File: config.mk
export PLATFORM = sky130hd
export DESIGN_NAME = beat_detector
export DESIGN_NICKNAME = d
export VERILOG_FILES = /design/src/rtl/headbang_pkg.sv /design/src/rtl/beat_detector_envelope_follower.sv /design/src/rtl/beat_detector.sv
export SDC_FILE = /design/constraint.sdc
export NUM_CORES = 1
export LEC_CHECK = 0
export ABC_CLOCK_PERIOD_IN_PS = 6200
export BUFFER_PORTS_ARGS = -buffer_cell sky130_fd_sc_hd__buf_2
export CAP_MARGIN = 5
export CORE_MARGIN = 4
export CORE_UTILIZATION = 39
export CTS_BUF_LIST = sky130_fd_sc_hd__clkbuf_16
export DETAILED_ROUTE_END_ITERATION = 8
export GPL_TIMING_DRIVEN = 0
export PLACE_DENSITY = 0.57
export SYNTH_ARGS = -nofsm -noshare
export SYNTH_HDL_FRONTEND = slang
export SYNTH_SLANG_ARGS = --single-unit
File: constraint.sdc
create_clock -name DAC_LR_CLK -period 6.2 [get_ports DAC_LR_CLK]
set_input_delay 0.93 -clock DAC_LR_CLK [delete_from_list [all_inputs] [get_ports DAC_LR_CLK]]
set_output_delay 0.93 -clock DAC_LR_CLK [all_outputs]
set_load 0.005 [all_outputs]
File: src/rtl/headbang_pkg.sv
// Shared constants and types for the head-motion beat path.
package headbang_pkg;

    localparam int SAMPLE_W   = 16;
    localparam int BEAT_CNT_W = 8;

    typedef enum logic [1:0] {
        WARMUP  = 2'd0,
        ARMED   = 2'd1,
        HOLDOFF = 2'd2
    } bd_state_t;

endpackage

File: src/rtl/beat_detector_envelope_follower.sv
// Leaky-integrator amplitude envelope: acc += mag - acc/2^SHIFT, env = acc/2^SHIFT.
module envelope_follower #(
    parameter int SAMPLE_W = 16,
    parameter int SHIFT    = 6
) (
    input  logic                clk,
    input  logic                reset,
    input  logic                en,
    input  logic [SAMPLE_W-2:0] mag,
    output logic [SAMPLE_W-1:0] env
);

    localparam int ACC_W = SAMPLE_W + SHIFT;

    logic [ACC_W-1:0] acc_q;
    logic [ACC_W-1:0] acc_d;

    // Steady state is mag*2^SHIFT < 2^(ACC_W-1), so the sum never wraps.
    always_comb begin
        acc_d = acc_q;
        if (en) begin
            acc_d = acc_q + ACC_W'(mag) - (acc_q >> SHIFT);
        end
    end

    always_ff @(posedge clk) begin
        if (!reset) begin
            acc_q <= '0;
        end else begin
            acc_q <= acc_d;
        end
    end

    assign env = acc_q[ACC_W-1 -: SAMPLE_W];

endmodule

File: src/rtl/beat_detector.sv
// Beat detector: rectifier, short/long envelope compare and refractory FSM
// producing a one-frame beat_pulse for the servo sequencer.
module beat_detector #(
    parameter int SAMPLE_W       = headbang_pkg::SAMPLE_W,
    parameter int SHORT_SHIFT    = 6,
    parameter int LONG_SHIFT     = 12,
    parameter int THRESH_Q2      = 6,
    parameter int MIN_LEVEL      = 512,
    parameter int HOLDOFF_FRAMES = 12000
) (
    input  logic                                DAC_LR_CLK,
    input  logic                                reset,
    input  logic [SAMPLE_W-1:0]                 sample_in,
    input  logic                                sample_valid,
    output logic                                beat_pulse,
    output logic [headbang_pkg::BEAT_CNT_W-1:0] beat_count,
    output logic [SAMPLE_W-1:0]                 envelope,
    output logic [1:0]                          state
);

    import headbang_pkg::*;

    localparam int HOLD_W = $clog2(HOLDOFF_FRAMES + 1);
    localparam int CMP_W  = SAMPLE_W + 4;

    logic [SAMPLE_W-2:0] sample_low;
    logic [SAMPLE_W-2:0] mag;
    logic [SAMPLE_W-1:0] env_s;
    logic [SAMPLE_W-1:0] env_l;
    logic [CMP_W-1:0]    lhs;
    logic [CMP_W-1:0]    rhs;
    logic                trig;

    bd_state_t             state_q, state_d;
    logic [LONG_SHIFT-1:0] warm_q, warm_d;
    logic [HOLD_W-1:0]     hold_q, hold_d;
    logic                  pulse_q, pulse_d;
    logic [BEAT_CNT_W-1:0] count_q, count_d;

    assign sample_low = sample_in[SAMPLE_W-2:0];

    // Most-negative input has no positive twin, so it saturates to all ones.
    always_comb begin
        if (!sample_in[SAMPLE_W-1]) begin
            mag = sample_low;
        end else if (sample_low == '0) begin
            mag = '1;
        end else begin
            mag = ~sample_low + (SAMPLE_W-1)'(1);
        end
    end

    envelope_follower #(.SAMPLE_W(SAMPLE_W), .SHIFT(SHORT_SHIFT)) u_env_short (
        .clk   (DAC_LR_CLK),
        .reset (reset),
        .en    (sample_valid),
        .mag   (mag),
        .env   (env_s)
    );

    envelope_follower #(.SAMPLE_W(SAMPLE_W), .SHIFT(LONG_SHIFT)) u_env_long (
        .clk   (DAC_LR_CLK),
        .reset (reset),
        .en    (sample_valid),
        .mag   (mag),
        .env   (env_l)
    );

    assign lhs  = CMP_W'({env_s, 2'b00});
    assign rhs  = CMP_W'(env_l) * CMP_W'(THRESH_Q2);
    assign trig = (lhs > rhs) && (env_s > SAMPLE_W'(MIN_LEVEL));

    always_comb begin
        state_d = state_q;
        warm_d  = warm_q;
        hold_d  = hold_q;
        count_d = count_q;
        pulse_d = 1'b0;
        if (sample_valid) begin
            case (state_q)
                WARMUP: begin
                    warm_d = warm_q + LONG_SHIFT'(1);
                    if (warm_q == '1) begin
                        state_d = ARMED;
                    end
                end
                ARMED: begin
                    if (trig) begin
                        state_d = HOLDOFF;
                        hold_d  = HOLD_W'(HOLDOFF_FRAMES - 1);
                        pulse_d = 1'b1;
                        count_d = count_q + BEAT_CNT_W'(1);
                    end
                end
                HOLDOFF: begin
                    if (hold_q == '0) begin
                        state_d = ARMED;
                    end else begin
                        hold_d = hold_q - HOLD_W'(1);
                    end
                end
                default: state_d = WARMUP;
            endcase
        end
    end

    always_ff @(posedge DAC_LR_CLK) begin
        if (!reset) begin
            state_q <= WARMUP;
            warm_q  <= '0;
            hold_q  <= '0;
            pulse_q <= 1'b0;
            count_q <= '0;
        end else begin
            state_q <= state_d;
            warm_q  <= warm_d;
            hold_q  <= hold_d;
            pulse_q <= pulse_d;
            count_q <= count_d;
        end
    end

    assign beat_pulse = pulse_q;
    assign beat_count = count_q;
    assign envelope   = env_s;
    assign state      = state_q;

endmodule
==> results.cfg, run 1 <==
[timing]
holdWs_ns = 0.488
fin_crit_sh_pct = 96.7
min_period_ns = 5.99
setup_viol = 0
final.setup.worst_slack_ns = 0.206
worstMarginPinSlew_ns = 0.998
rsz0062_at_grt = false
slew_headroom_pct = 33.4
fmax_mhz = 167
slew_violations = 0
hold_violations = 0
clock_skew_ns = 0.0104

[global_routing]
grtUsageTotal_pct = 20.6
grt_start_max_net_pins = 17
globalRouteOverflowTotal = 0
met3_usage_pct = 3.56
first_global_vias = 7372
grt_busiest_layer = met2
grt_pass1_wl_um = 39000
antenna_found_initial = 0
use_met2_pct = 34.6
grt.met1_usage_pct = 26.2

[clocking]
cts_root_buffer = clkbuf_16
cts_tree = yes
h-tree-depth = 3
clk_path_buf_depth = 2
cts.clk_slew.worst_paths_ns = 0.07
clk_latency_ns = 0.36
cts_buffers = 9
clock_sinks = 87

[pwr]
ir_worst_vdd_mv = 0.204
p_per_area_nw_per_um2 = 593
total_power_mw = 5.46
p_leak_nw = 4.04

[worst_setup_path]
reg2reg_slack_ns = 1.14
critPathSlowestCell = fa_1
critPathMaxFanout = 8
critPathBufInv = 3
crit_top_cell = ha_1
critical_path_class = in -> reg
cp_data_required_time_ns = 6.39
cpLargestDelayFamily = simple AND/OR/NAND/NOR gates
path_cells = buf_2, inv_1, ha_1, nor3b_4, nand3_1, or3_1, or3_4, nor4_4, buf_4, nand2b_2, o21ai_0, o21ai_2, fa_1, ha_1, nor2b_1, o31a_1, o41ai_2, nand2_1, a21oi_4, o211ai_1, a2111o_1, o311ai_0
arrival_ns = 6.19
cpPeakStageDelay_ns = 0.46
end_kind = register
start_kind = input port

[detailed_routing]
drtIter0Drc = 395
vias = 7652
viasPerCell = 5.66
post_drt_wl_per_cell_um = 18.2
wl_um = 24500
drc = 0
ant_nets = 0
drt-pass1-iter-count = 5

[place]
port_buffers = 44
gp_congestion = 0.873
place_hpwl_um = 18800
pre_cts_slack_ns = -0.953
postPlaceCellArea_um2 = 8780

[floorplanning]
io_pins = 46
start_util_pct = 40.1
die-area_um2 = 23500
core_area_um2 = 20500
die_w_um = 153
rows = 52
die_y_um = 153

[synth]
ys_seq_area_share_pct = 21.2
synthCells = 1019
synth_edf_count = 0
synthArstFlopShare_pct = 0
netlist_area_um2 = 8220
synth_top_cell_by_area = dfxtp_1
synthDistinctLibCells = 70
avgSynthCellArea_um2 = 8.07
synthFlopType = dfxtp_1
yosysWarnings = 0
synth-seq-cells = 87
synthTopCellsByArea = dfxtp_1 (21%), ha_1 (14%), fa_1 (7.5%)
yosysTopAreaCellShare_pct = 21.2
synth_nets = 1160

[run]
drv_cap = 0

[hold_path]
hp-class = reg -> reg

[final_layout]
areaGrowthSynthToFinish_pct = 12.0
drive_above_1_share_pct = 10.4
filler_cell_count = 2054
postLayoutCellArea_um2 = 9200
final_net_count = 1219
antenna_cells = 0

[outcome]
status = completed
==> power breakdown <==
| group | total, mW | internal [mW] | switching, mW |
|---|---|---|---|
| clock network | 0.577 | 0.318 | 0.259 |
| registers | 0.886 | 0.693 | 0.193 |
| logic | 4.00 | 1.74 | 2.26 |
| total | 5.46 | 2.75 | 2.71 |
==> registers in the layout (all words and copies together) (netlist names) <==
| register | count |
|---|---|
| u_env_short.acc_q | 22 |
| warm_q | 12 |
| state | 2 |
| u_env_long.acc_q | 28 |
| beat_count | 8 |
| beat_pulse | 1 |
| hold_q | 14 |
==> per-layer routing <==
| metal | vias up | part of all wire (%) |
|---|---|---|
| li1 | 3790 | - |
| met1 | 3601 | 44 |
| met2 | 206 | 46 |
| met3 | 55 | 5.8 |
| met4 | 0 | 3.8 |
| met5 | - | 0 |
==> what timing repair did <==
action / 4_1_cts / 5_1_grt
resized for setup: 19 / 15
buffers inserted: 0 / 4
setup endpoints to repair: 17 / 21
hold buffers: 0 / 0
pin swaps: 0 / 4
==> cells in the final DEF (no fill, tap or decap), types with 6 or more instances in the layout <==
master,synthesis,final
ha_1,91,91
or3_1,26,25
clkbuf_16,0,9
o21ai_1,6,7
o31ai_1,6,6
xnor2_1,32,32
buf_4,17,22
inv_1,74,74
a21o_1,33,33
o21bai_1,8,8
a21oi_1,67,66
xor2_1,17,17
o21a_1,14,14
a31oi_1,15,15
nor2b_1,9,9
nand2_1,54,54
dfxtp_1,87,87
a221o_1,6,6
and3_1,11,11
o21ai_2,0,9
fa_1,31,31
buf_2,1,45
clkbuf_1,32,31
nand2b_1,12,11
nand3_1,43,43
o211ai_1,8,8
nor2_1,91,91
nor3_1,33,33
mux2i_1,20,20
nand4_1,14,14
a211oi_1,11,10
o21ai_0,67,57
==> final cells by class <==
| class | count | area, um^2 | area share (%) |
|---|---|---|---|
| tap | 270 | 338 | 3.67 |
| buffer | 53 | 292 | 3.17 |
| clock inverter | 6 | 73.8 | 0.802 |
| clock buffer | 9 | 225 | 2.45 |
| sequential | 87 | 1740 | 18.9 |
| multi-input combinational | 805 | 6010 | 65.3 |
| inverter | 74 | 278 | 3.02 |
| timing repair buffer | 48 | 250 | 2.72 |
==> Yosys cell counts (20+ instances only) <==
library cell / n
ha_1: 91
nor2_1: 91
dfxtp_1: 87
inv_1: 74
a21oi_1: 67
o21ai_0: 67
nand2_1: 54
nand3_1: 43
a21o_1: 33
nor3_1: 33
clkbuf_1: 32
xnor2_1: 32
fa_1: 31
or3_1: 26
mux2i_1: 20
==> cell families after synthesis <==
kind of cell / Yosys count / share of synthesized area (%)
AOI/OAI and AO/OA: 289 / 22.8
DFF: 87 / 21.2
xor gates and xnor gates: 49 / 5.22
and+or+nand+nor: 324 / 19.9
buffers and inverters: 127 / 6.88
muxes: 21 / 2.57
adders and majority gates: 122 / 21.4
==> worst reg2reg max path, stage by stage (launching register included) <==
cell       delay, ns
dfxtp_1         0.53
ha_1            0.26
fa_1            0.21
a21oi_1         0.07
o21ai_0         0.25
a21oi_1         0.13
o21ai_0         0.45
a311oi_1        0.23
o31ai_1         0.28
a21oi_1         0.11
xnor2_1         0.18
ha_1            0.29
a2111oi_0       0.47
o211a_1         0.21
o21ai_0         0.22
nand3_1         0.45
buf_4           0.29
nand2_4         0.09
a311oi_1        0.26
==> stage by stage <==
| step | TNS [ns] | util [%] | std cells |
|---|---|---|---|
| 6_report | 0 | 44.9 | 1352 |
| 3_3_place_gp | -12.21 | 42.8 | 1333 |
| 3_5_place_dp | -12.04 | 42.8 | 1333 |
| 5_1_grt | 0 | 44.9 | 1352 |
| 2_1_floorplan | 0 | - | 1019 |
| 4_1_cts | -0.0492 | 44.5 | 1348 |
==> worst paths after layout <==
kind,start,to,depth (start not counted)
max,sample_in[0],u_env_long.acc_q[26],22
min,hold_q[5],hold_q[5],1
max reg2reg,u_env_long.acc_q[13],hold_q[1],18
min reg2reg,hold_q[5],hold_q[5],1
Power figures use the tool's default switching activity.
==> run 2, diff against run 1 <==
--- a/config.mk
+++ b/config.mk
@@ -13,7 +13,8 @@
 export CTS_BUF_LIST = sky130_fd_sc_hd__clkbuf_16
 export DETAILED_ROUTE_END_ITERATION = 8
 export GPL_TIMING_DRIVEN = 0
-export PLACE_DENSITY = 0.57
+export PLACE_DENSITY_LB_ADDON = 0.25
 export SYNTH_ARGS = -nofsm -noshare
 export SYNTH_HDL_FRONTEND = slang
+export SYNTH_HIERARCHICAL = 1
 export SYNTH_SLANG_ARGS = --single-unit
==> results.cfg, run 2 <==
[worst_setup_path]
critical_path_class = in -> reg
critPathBufInv = 6
path_cells = buf_2, inv_1, ha_1, nand3b_1, or3_1, or3_1, or3b_1, buf_2, buf_6, nand2_2, inv_1, fa_1, inv_1, ha_1, a211oi_2, nor2_2, or4_4, a21oi_4, nor3_1, o31a_1, mux2i_1, a311o_1
reg2reg_depth = 19
cp_data_required_time_ns = 6.45
arrival_ns = 5.89
cpPeakStageDelay_ns = 0.55
path_depth = 22
critPathSlowestCell = fa_1
start_kind = input port
end_kind = register
crit_top_cell = inv_1
critPathMaxFanout = 10
cpLargestDelayFamily = simple AND/OR/NAND/NOR gates

[synth]
yosysMostFrequentCell = inv_1
synth_nets = 1280
synth_top_cell_by_area = dfxtp_1
synthTopCellsByArea = dfxtp_1 (19%), ha_1 (12%), fa_1 (6.9%)
synthCells = 1143
avgSynthCellArea_um2 = 7.91
yosysWarnings = 6
ys_seq_area_share_pct = 19.3
synth_commonest_cells = inv_1 (164), dfxtp_1 (87), ha_1 (87)
synth-seq-cells = 87
synthFlopType = dfxtp_1
synthArstFlopShare_pct = 0
netlist_area_um2 = 9050
synth_edf_count = 0
synthDistinctLibCells = 86
yosysTopAreaCellShare_pct = 19.3

[detailed_routing]
drt-pass1-iter-count = 5
ant_nets = 0
post_drt_wl_per_cell_um = 15.6
drc = 0
viasPerCell = 5.31
vias = 7910
drtIter0Drc = 441
wl_um = 23200

[timing]
setup_viol = 0
clock_skew_ns = 0.00725
worstMarginPinSlew_ns = 1.04
fmax_mhz = 177
slew_headroom_pct = 29.6
hold_violations = 0
fin_tns_setup_ns = 0
min_period_ns = 5.64
fin_crit_sh_pct = 90.9
slew_violations = 0
rsz0062_at_grt = false

[floorplanning]
core_area_um2 = 22700
io_pins = 46
rows = 55
start_util_pct = 39.8
die_w_um = 160
die-area_um2 = 25700
die_y_um = 160

[final_layout]
postLayoutCellArea_um2 = 9930
largest_register_ffs = 28
drive_above_1_share_pct = 10.9
most-common-layout-cells = inv_1 (164), ha_1 (87), dfxtp_1 (87)
antenna_cells = 0
top_register = u_env_long/acc_q
largestRegisters = u_env_long/acc_q x28, u_env_short/acc_q x22, hold_q x14
final_common_cell = inv_1
areaGrowthSynthToFinish_pct = 9.75
final_net_count = 1336

[clocking]
cts_setup_buffers = 0
h-tree-depth = 3
cts.clk_slew.worst_paths_ns = 0.08
cts-resized-gates = 0
cts_buffers = 9
holdBufCountCts = 0
cts_tree = yes
clk_path_buf_depth = 2
cts_root_buffer = clkbuf_16
clk_latency_ns = 0.36
clock_sinks = 87

[hold_path]
hp-class = reg -> reg
holdPathStages = 2

[global_routing]
antenna_found_initial = 0
globalRouteOverflowTotal = 0
grt_start_max_net_pins = 19
grtUsageTotal_pct = 17.9
first_global_vias = 7541
grt_pass1_wl_um = 38100

[pwr]
p_leak_nw = 4.64
p_per_area_nw_per_um2 = 582
ir_worst_vdd_mv = 0.204

[run]
drv_cap = 0

[place]
port_buffers = 45
postPlaceCellArea_um2 = 9630
gp_congestion = 0.909
place_hpwl_um = 18300

[outcome]
status = completed
==> run 2: changes by cell type after synthesis, moves of 19 or more <==
cell	change
nand2_1	+24
o21ai_0	-24
nand3_1	-20
nor2b_1	+19
inv_1	+90
nor2_1	-23
==> run 2: cell type report <==
cell class | instances | area [um^2]
Clock buffer | 9 | 225
Tap cell | 285 | 357
Fill cell | 2356 | 12800
Sequential cell | 87 | 1740
Clock inverter | 7 | 75.1
Timing Repair Buffer | 45 | 225
Buffer | 69 | 398
Multi-Input combinational cell | 822 | 6290
Inverter | 165 | 619
==> run 2: worst paths after layout <==
check                        from                    to  slack (ns)
max                  sample_in[0]  u_env_long/acc_q[24]        0.56
min                 beat_count[7]         beat_count[7]        0.48
max reg2reg  u_env_long/acc_q[13]             hold_q[7]        1.51
min reg2reg         beat_count[7]         beat_count[7]        0.48
==> run 2: power by group <==
part / total, mW / internal, mW / leakage [nW] / switching, mW
Sequential: 0.848 / 0.687 / 0.712 / 0.161
Combinational: 4.37 / 1.92 / 3.78 / 2.44
Clock: 0.570 / 0.287 / 0.145 / 0.284
Total: 5.78 / 2.89 / 4.64 / 2.89
==> run 2: logic make-up after synthesis <==
family | share of synthesized area (%)
AND/OR/NAND/NOR | 19.0
flip-flops | 19.3
multiplexers | 3.22
AO/OA/AOI/OAI | 22.5
XOR/XNOR | 5.91
buffers and inverters | 11.2
adder cells (fa/ha/maj) | 18.9
==> run 2: stage by stage <==
stage	total power [mW]	hold WS (ns)	instances	util [%]	setup slack, ns
6_report	5.78	0.481	1489	43.7	0.565
5_1_grt	6.39	0.500	1489	43.7	0.213
4_1_cts	5.78	0.485	1489	43.7	0.574
3_5_place_dp	5.17	0.467	1473	42.4	0.194
3_3_place_gp	5.14	0.460	1473	42.4	0.214
2_1_floorplan	4.30	0.444	1143	-	0.762
==> run 2: metal layers <==
metal	up-vias	part of all wire (%)	track usage, %
li1	4082	-	-
met1	3690	49	24.2
met2	117	47	30.2
met3	21	2.4	1.69
met4	0	1.7	5.55
met5	-	0	0
==> run 2: tightest hold or removal path: stages, from the launching register on <==
cell     delay, ns
dfxtp_1       0.32
nand2_1       0.05
mux2i_1       0.06
